$ cat src/rtl/vga_pkg.sv
// Shared VGA 640x480@60 timing constants and types for the display path.
package vga_pkg;

  // Horizontal timing in pixels
  localparam int H_VIS  = 640;
  localparam int H_FP   = 16;
  localparam int H_SYNC = 96;
  localparam int H_BP   = 48;

  // Vertical timing in lines
  localparam int V_VIS  = 480;
  localparam int V_FP   = 10;
  localparam int V_SYNC = 2;
  localparam int V_BP   = 33;

  // Derived raster constants
  localparam int H_TOTAL  = H_VIS + H_FP + H_SYNC + H_BP;  // 800
  localparam int V_TOTAL  = V_VIS + V_FP + V_SYNC + V_BP;  // 525
  localparam int HS_START = H_VIS + H_FP;                  // 656
  localparam int HS_END   = HS_START + H_SYNC - 1;         // 751
  localparam int VS_START = V_VIS + V_FP;                  // 490
  localparam int VS_END   = VS_START + V_SYNC - 1;         // 491

  localparam int COORD_W = 10;

  typedef logic [COORD_W-1:0] coord_t;

  // Strobe bundle carried through the alignment delay
  typedef struct packed {
    logic hs;
    logic vs;
    logic blank_n;
    logic fs;
  } sync_t;

  // Value every strobe holds in reset and outside its active region
  localparam sync_t SYNC_IDLE = '{hs: 1'b1, vs: 1'b1, blank_n: 1'b0, fs: 1'b0};

  // True when a raster dimension can be addressed by a coord_t counter
  function automatic bit fits_coord(input int total);
    return (total >= 1) && (total <= (1 << COORD_W));
  endfunction

endpackage

$ cat src/rtl/vga_sync_delay.sv
// Depth-N enabled shift register with a per-bit reset value; used to align
// strobes with a fixed-latency data path.
module vga_sync_delay
  import vga_pkg::*;
#(
  parameter int                 WIDTH   = 1,
  parameter int                 DEPTH   = 1,
  parameter logic [WIDTH-1:0]   RST_VAL = '0
) (
  input  logic             clk,
  input  logic             rst_n,
  input  logic             en,
  input  logic [WIDTH-1:0] d,
  output logic [WIDTH-1:0] q
);

  if (DEPTH < 1) begin : g_chk_depth
    $error("vga_sync_delay: DEPTH=%0d must be at least 1", DEPTH);
  end

  logic [WIDTH-1:0] stage [DEPTH];

  // Shift one stage per enable; every stage resets to RST_VAL
  always_ff @(posedge clk or negedge rst_n) begin
    if (!rst_n) begin
      for (int unsigned i = 0; i < DEPTH; i++) begin
        stage[i] <= RST_VAL;
      end
    end else if (en) begin
      stage[0] <= d;
      for (int unsigned i = 1; i < DEPTH; i++) begin
        stage[i] <= stage[i-1];
      end
    end
  end

  assign q = stage[DEPTH-1];

endmodule

$ cat src/rtl/vga_timing_gen.sv
// VGA raster timing generator: pixel clock-enable divider, DrawX/DrawY
// raster counters and sync/blank/frame strobes delayed to match the colour path.
module vga_timing_gen
  import vga_pkg::*;
#(
  parameter int PIX_DIV  = 2,
  parameter int PIPE_DLY = 1,
  parameter int H_VIS    = vga_pkg::H_VIS,
  parameter int H_FP     = vga_pkg::H_FP,
  parameter int H_SYNC   = vga_pkg::H_SYNC,
  parameter int H_BP     = vga_pkg::H_BP,
  parameter int V_VIS    = vga_pkg::V_VIS,
  parameter int V_FP     = vga_pkg::V_FP,
  parameter int V_SYNC   = vga_pkg::V_SYNC,
  parameter int V_BP     = vga_pkg::V_BP
) (
  input  logic       Clk,
  input  logic       Reset_n,
  output logic [9:0] DrawX,
  output logic [9:0] DrawY,
  output logic       pix_en,
  output logic       VGA_CLK,
  output logic       VGA_HS,
  output logic       VGA_VS,
  output logic       VGA_BLANK_N,
  output logic       VGA_SYNC_N,
  output logic       frame_start
);

  localparam int LINE_LEN    = H_VIS + H_FP + H_SYNC + H_BP;
  localparam int FRAME_LINES = V_VIS + V_FP + V_SYNC + V_BP;
  localparam int HS_FIRST    = H_VIS + H_FP;
  localparam int HS_LAST     = HS_FIRST + H_SYNC - 1;
  localparam int VS_FIRST    = V_VIS + V_FP;
  localparam int VS_LAST     = VS_FIRST + V_SYNC - 1;

  localparam coord_t X_LAST    = coord_t'(LINE_LEN - 1);
  localparam coord_t Y_LAST    = coord_t'(FRAME_LINES - 1);
  localparam coord_t X_HS_LO   = coord_t'(HS_FIRST);
  localparam coord_t X_HS_HI   = coord_t'(HS_LAST);
  localparam coord_t Y_VS_LO   = coord_t'(VS_FIRST);
  localparam coord_t Y_VS_HI   = coord_t'(VS_LAST);
  localparam coord_t X_VIS_END = coord_t'(H_VIS);
  localparam coord_t Y_VIS_END = coord_t'(V_VIS);

  localparam logic [1:0] DIV_LAST = 2'(PIX_DIV - 1);
  localparam logic [1:0] DIV_HALF = 2'(PIX_DIV / 2);

  // Elaboration-time parameter legality
  if (PIX_DIV < 1 || PIX_DIV > 4) begin : g_chk_div
    $error("vga_timing_gen: PIX_DIV=%0d outside 1..4", PIX_DIV);
  end
  if (PIPE_DLY < 0 || PIPE_DLY > 3) begin : g_chk_dly
    $error("vga_timing_gen: PIPE_DLY=%0d outside 0..3", PIPE_DLY);
  end
  if (!fits_coord(LINE_LEN) || !fits_coord(FRAME_LINES)) begin : g_chk_raster
    $error("vga_timing_gen: raster %0dx%0d does not fit the coordinate width",
           LINE_LEN, FRAME_LINES);
  end
  if (H_SYNC < 1 || V_SYNC < 1 || H_VIS < 1 || V_VIS < 1) begin : g_chk_region
    $error("vga_timing_gen: visible and sync regions must be non-empty");
  end

  logic [1:0] div_cnt;
  logic [1:0] div_nxt;
  logic       clk_nxt;
  logic       pix_en_q;
  logic       vga_clk_q;
  coord_t     draw_x;
  coord_t     draw_y;
  sync_t      raw;
  sync_t      dly;

  // Next divider count, wrapping after PIX_DIV-1
  always_comb begin
    div_nxt = (div_cnt == DIV_LAST) ? '0 : div_cnt + 2'd1;
  end

  // Pixel clock level for the next count; with no division it follows pix_en
  if (PIX_DIV == 1) begin : g_clk_nodiv
    always_comb clk_nxt = 1'b1;
  end else begin : g_clk_div
    always_comb clk_nxt = (div_nxt >= DIV_HALF);
  end

  // Divider with registered strobes decoded from the count being entered,
  // so pix_en/VGA_CLK are glitch-free and hold 0 through reset.
  always_ff @(posedge Clk or negedge Reset_n) begin
    if (!Reset_n) begin
      div_cnt   <= '0;
      pix_en_q  <= 1'b0;
      vga_clk_q <= 1'b0;
    end else begin
      div_cnt   <= div_nxt;
      pix_en_q  <= (div_nxt == DIV_LAST);
      vga_clk_q <= clk_nxt;
    end
  end

  // Raster counters advance once per pixel tick
  always_ff @(posedge Clk or negedge Reset_n) begin
    if (!Reset_n) begin
      draw_x <= '0;
      draw_y <= '0;
    end else if (pix_en_q) begin
      if (draw_x == X_LAST) begin
        draw_x <= '0;
        draw_y <= (draw_y == Y_LAST) ? '0 : draw_y + coord_t'(1);
      end else begin
        draw_x <= draw_x + coord_t'(1);
      end
    end
  end

  // Raw strobes for the current raster position
  always_comb begin
    raw         = SYNC_IDLE;
    raw.hs      = !((draw_x >= X_HS_LO) && (draw_x <= X_HS_HI));
    raw.vs      = !((draw_y >= Y_VS_LO) && (draw_y <= Y_VS_HI));
    raw.blank_n = (draw_x < X_VIS_END) && (draw_y < Y_VIS_END);
    raw.fs      = (draw_x == '0) && (draw_y == '0);
  end

  // The output register and PIPE_DLY alignment stages form one chain of
  // PIPE_DLY+1 pix_en-enabled stages.
  vga_sync_delay #(
    .WIDTH   ($bits(sync_t)),
    .DEPTH   (PIPE_DLY + 1),
    .RST_VAL (SYNC_IDLE)
  ) u_sync_delay (
    .clk   (Clk),
    .rst_n (Reset_n),
    .en    (pix_en_q),
    .d     (raw),
    .q     (dly)
  );

  assign DrawX       = draw_x;
  assign DrawY       = draw_y;
  assign pix_en      = pix_en_q;
  assign VGA_CLK     = vga_clk_q;
  assign VGA_HS      = dly.hs;
  assign VGA_VS      = dly.vs;
  assign VGA_BLANK_N = dly.blank_n;
  assign VGA_SYNC_N  = 1'b0;
  assign frame_start = dly.fs;

endmodule

$ cat config.mk
export PLATFORM = sky130hd
export DESIGN_NAME = vga_timing_gen
export DESIGN_NICKNAME = d
export VERILOG_FILES = /design/src/rtl/vga_pkg.sv /design/src/rtl/vga_sync_delay.sv /design/src/rtl/vga_timing_gen.sv
export SDC_FILE = /design/constraint.sdc
export NUM_CORES = 1
export LEC_CHECK = 0
export BUFFER_PORTS_ARGS = -buffer_cell sky130_fd_sc_hd__buf_2
export CAP_MARGIN = 10
export CORE_UTILIZATION = 54
export CTS_BUF_LIST = sky130_fd_sc_hd__clkbuf_16
export DETAILED_ROUTE_END_ITERATION = 6
export GPL_TIMING_DRIVEN = 1
export PLACE_DENSITY = 0.89
export SYNTH_ARGS = -nofsm -noshare
export SYNTH_HDL_FRONTEND = slang
export SYNTH_HIERARCHICAL = 1
export SYNTH_SLANG_ARGS = --single-unit
$ cat constraint.sdc
create_clock -name Clk -period 2.3 [get_ports Clk]
set_input_delay 0.345 -clock Clk [delete_from_list [all_inputs] [get_ports Clk]]
set_output_delay 0.345 -clock Clk [all_outputs]
set_load 0.01 [all_outputs]
After elaboration in Yosys (flattened, before gate mapping)
Index checks and enable logic that the tools add are counted.
- input bits: 2
- output and inout port bits: 27
- register bits: 32
- logic and storage cells: 33
- order comparisons: 7
- reduce and logical (&&, ||, !) cells: 9
- muxes and demuxes: 3
- add/sub/neg operators: 3
- eq/ne operators: 4
- operators by type and width (cell ; count):
    adder 10 x 1 -> 10 bit (second input constant) ; 2
    == test 10 bit (second input constant) ; 2
    logical NOT 10 bit ; 2
    2-to-1 mux 10 bit ; 2
    >= comparator 10 bit (second input constant) ; 1
    >= comparator 10 x 9 -> 1 bit (second input constant) ; 1
    less-or-equal comparator 10 bit (second input constant) ; 1
    less-or-equal comparator 10 x 9 -> 1 bit (second input constant) ; 1
    less-than comparator 10 bit (second input constant) ; 1
    less-than comparator 10 x 9 -> 1 bit (second input constant) ; 1
    == test 2 x 1 -> 1 bit (second input constant) ; 2
    logical AND 1 bit ; 4
    adder 2 x 1 -> 2 bit (second input constant) ; 1
    >= comparator 2 x 1 -> 1 bit (second input constant) ; 1
    logical NOT 1 bit ; 2
    2-to-1 mux 2 bit ; 1
    AND reduction 2 bit ; 1

Longest topological paths before layout
- word-level depth: 3
- gate-level depth with buffers: 7
- depth with buffers taken out: 7

By module
The synthesis kept the hierarchy.
- by module, submodules not included (module ; area each (um2) ; cells an instance ; seq. area each (um2) ; instances):
    vga_timing_gen ; 1251.2 ; 129 ; 600.6 ; 1
    vga_sync_delay ; 366.6 ; 21 ; 205.2 ; 1

Worst setup path before layout
No wires, ideal clock.
- path kind: reg-to-reg
- start point: register draw_y[0] (netlist: DrawY[0])
- end point: register draw_y[2] (netlist: DrawY[2])
- library setup time: 138 ps
- stages on the path, launching flop included: 8
- setup slack: 303 ps
- buffers on the path: 1
- arrival time: 1860 ps
- clock period less this slack: 1997 ps
- required time: 2162 ps
- cells stage by stage: dfrtp_1 -> inv_1 -> ha_1 -> or4b_1 -> or4_1 -> buf_2 -> nand2b_2 -> a31oi_1
- word-level cells in the longest chain between the ends: 2
- elaborated cells on any way between the ends: 3
- classes of those cells: add/sub: 1; eq/ne: 1; mux: 1
- RTL lines (element ; RTL line ; source):
    start: declaration ; vga_timing_gen.sv:70 ; coord_t draw_y;
    start signal: assignment ; vga_timing_gen.sv:108 ; draw_y <= (draw_y == Y_LAST) ? '0 : draw_y + coord_t'(1);
    adder 10 x 1 -> 10 bit / == test 10 bit (equally long branches) ; vga_timing_gen.sv:108 ;
    2-to-1 mux 10 bit (*) ; vga_timing_gen.sv:108 ;
Every way passes the cells marked *; elsewhere a longest branch is shown, timed or not.
A chain may end at the register's enable or synchronous reset.

Worst setup path in the final report
Ends and elaborated chain as after synthesis.

==> impl_results.md <==
* Routed len/inst at 15.8 um
* Violated checks: design-rule violations
* Clk_lat worst skew at around 0.27 ns
* Status: finished with violations
* Synth Flop Type: dfrtp_1
* H-tree levels at 2
* Post-Syn Nets at roughly 160
* Maximum Capacitance Violations at 0
* Area of the multi-input gates at about 720 um2
* Static leakage at 0.942 nW
* Initial core utilization at 0.577
* Cell Chain, Critical Path: inv_1 > ha_1 > or4b_1 > or4_1 > nand2b_2 > a31oi_1
* First-pass DRT Iterations at 6
* Unique masters post-synth at 36
* DR vias/cell at ~6.0
* Final setup viols at 0
* CTS Root Cell: clkbuf_16
* Commonest non-fill, non-tap cells in the layout: dfrtp_1, buf_2, nand3_1
* Setup tns final at 0 ns
* Seq/Total Area, Yosys at 0.498
* Synthesis-to-layout area growth at 15.5%
* HPWL after DPL at between 2000 and 2500 um
* Dpl ws at approximately 0.16 ns
* Commonest non-fill, non-tap cell in the layout: dfrtp_1
* Post-synthesis area per instance at approximately 11 um2
* Reg clk slew, reported paths at ~0.050 ns
* Final Slew Violations at 0
* Die Ht at 56.7 um
* Vias in the first global route at between 1,000 and 1,500
* CP max stage cell: or4_1
* Ant. Diodes at 0
* Reg-to-reg slack, setup at roughly 0.14 ns
* Worst slew pin tran at slightly below 0.7 ns
* Post-synth EDFFs at 0
* Clock Skews at 0.00421 ns
* Layout cells sized above 1 at 0.290
* WP data required at ~2.4 ns
* FF-to-FF End: DrawY[2]
* 1st-iter DRT viols at 50
* Routed WL at roughly 3300 um
* Routability cong. at ~0.8
* Crit Path Max Fanout at 6
* Final Hold Vio Count at 0
* Crit. End Element: register
* Synthesized area at around 1600 um2
* RSZ-0062 raised after global routing: no
* Peak supply drop at 0.458 mV
* First-pass GRT wire length at ~5800 um
* # port buffers at 27
* CP Class: reg2reg
* Core Footprint at 2810 um2
* Post-CTS Setup Repair Bufs at 0
* Hold_buf cts at 0
* Fillcell total at between 200 and 250
* Path depth of the worst reg2reg path at 6
* Core Util, Final at 0.666
* Detail Route Antenna Nets at 0
* Setup ws final at between 0.1 and 0.15 ns
* Synth Instances at 150
* Synth warn at 6
* Worst rel slew slack at 0.547
* Ports at 29
* TritonCTS clock tree: built
* DRC at 4
* Num CTS Buffers at 5
* DP Area at 1730 um2
* CTS Buffer Depth at 2
* Die W at roughly 57 um
* Fmax at 0.463 GHz
* Post-cts resize count at 0
* CP max stage delay at approximately 0.64 ns
* Hold WC Path Type: in2async
* Post-synth ARST share at 1.00
* Rows at 19
* Tot Pwr at about 0.0012 W
* Cell Pwr Density at between 600 and 700 nW/um2
* Routed vias at about 1,300
* FF/Latch Area at about 810 um2
* GR Util All Layers at 0.243
* Startpoint Class: register
* Pin count of the biggest net entering global routing at 33
* Design area at around 1900 um2
* Die ar. at 3220 um2
* Initial antenna violation count at 0
* Final period util at 0.938
* Data arrival time of the worst path at 2.29 ns
* Synth Register Bits at 32
* Nets at 182
* Total grt overflow at 0
* Reg2reg start: DrawY[0]
* Clk sink count at 32
* Min Clock Period, post-route at 2.16 ns
final cells by class:
type                            count  share of cell area
Inverter                            7              0.0141
Clock buffer                        5              0.0669
Timing Repair Buffer               28              0.0763
Clock inverter                      3             0.00736
Tap cell                           31              0.0207
Sequential cell                    32               0.431
Multi-Input combinational cell    101               0.384
cell usage after synthesis, types with 2 or more instances:
master | n | area, um2
a21oi_1 | 4 | 20.0
and2_1 | 2 | 12.5
and3_1 | 4 | 25.0
and4_1 | 2 | 17.5
buf_2 | 4 | 20.0
buf_4 | 5 | 37.5
dfrtp_1 | 28 | 701
dfstp_2 | 4 | 105
ha_1 | 5 | 62.6
inv_1 | 7 | 26.3
mux2_4 | 8 | 120
nand2_1 | 9 | 33.8
nand3_1 | 11 | 55.1
nand3_2 | 3 | 30.0
nand4_1 | 6 | 37.5
nor2_1 | 9 | 33.8
nor2b_1 | 2 | 12.5
nor3_1 | 3 | 15.0
nor4_1 | 2 | 12.5
o21ai_0 | 5 | 25.0
o21ai_1 | 2 | 10.0
or3_1 | 2 | 12.5
or4_1 | 2 | 15.0
xnor2_1 | 4 | 35.0
xor2_1 | 6 | 52.6
worst max-delay path by stage:
stage / cells past startpoint / endpoint / start
detailed placement: 6 / DrawY[2] / DrawY[0]
finish: 6 / DrawY[2] / DrawY[0]
global route: 6 / DrawY[9] / DrawY[0]
floorplan: 7 / DrawY[2] / DrawY[0]
global placement: 6 / DrawY[2] / DrawY[0]
CTS: 6 / DrawY[2] / DrawY[0]
where the power goes:
part / total (W) / switching [W] / internal (W)
sequential: 0.000564 / 0 / 0.000564
combinational: 0.0000114 / 0.0000107 / 0.000000610
clock: 0.000609 / 0.000218 / 0.000392
flip-flops by register name, summed over array words and instances (netlist names):
signal              flops
DrawX                  10
DrawY                  10
VGA_CLK                 1
div_cnt                 2
pix_en                  1
u_sync_delay/q          4
u_sync_delay/stage      4
stage by stage:
stage	hold slack [ns]	std cells
2_1_floorplan	0.0494	150
3_3_place_gp	0.412	199
3_5_place_dp	0.411	199
4_1_cts	0.137	207
5_1_grt	0.177	207
6_report	0.113	207
metal layers:
| metal | vias up | part of all wire | global-route usage |
|---|---|---|---|
| li1 | 571 | - | - |
| met1 | 612 | 0.41 | 0.303 |
| met2 | 55 | 0.50 | 0.369 |
| met3 | 13 | 0.071 | 0.0783 |
| met4 | 0 | 0.026 | 0.146 |
| met5 | - | 0 | 0 |
cell families after synthesis:
family | Yosys count | share of synthesized area
AO/OA/AOI/OAI | 15 | 0.0526
buffers and inverters | 17 | 0.0588
flip-flops | 32 | 0.498
AND/OR/NAND/NOR | 61 | 0.215
multiplexers | 9 | 0.0804
adder cells (fa/ha/maj) | 5 | 0.0387
other | 1 | 0.00232
XOR/XNOR | 10 | 0.0541
worst max-delay path: cells and delay by family, from the launching register on:
family                     cells  cell delay (ns)
AOI/OAI and AO/OA              1             0.08
buffers and inverters          1             0.14
DFF                            1             0.41
adders and majority gates      1             0.18
and+or+nand+nor                3             1.21
Note: power is estimated with default switching activity, not from simulation.
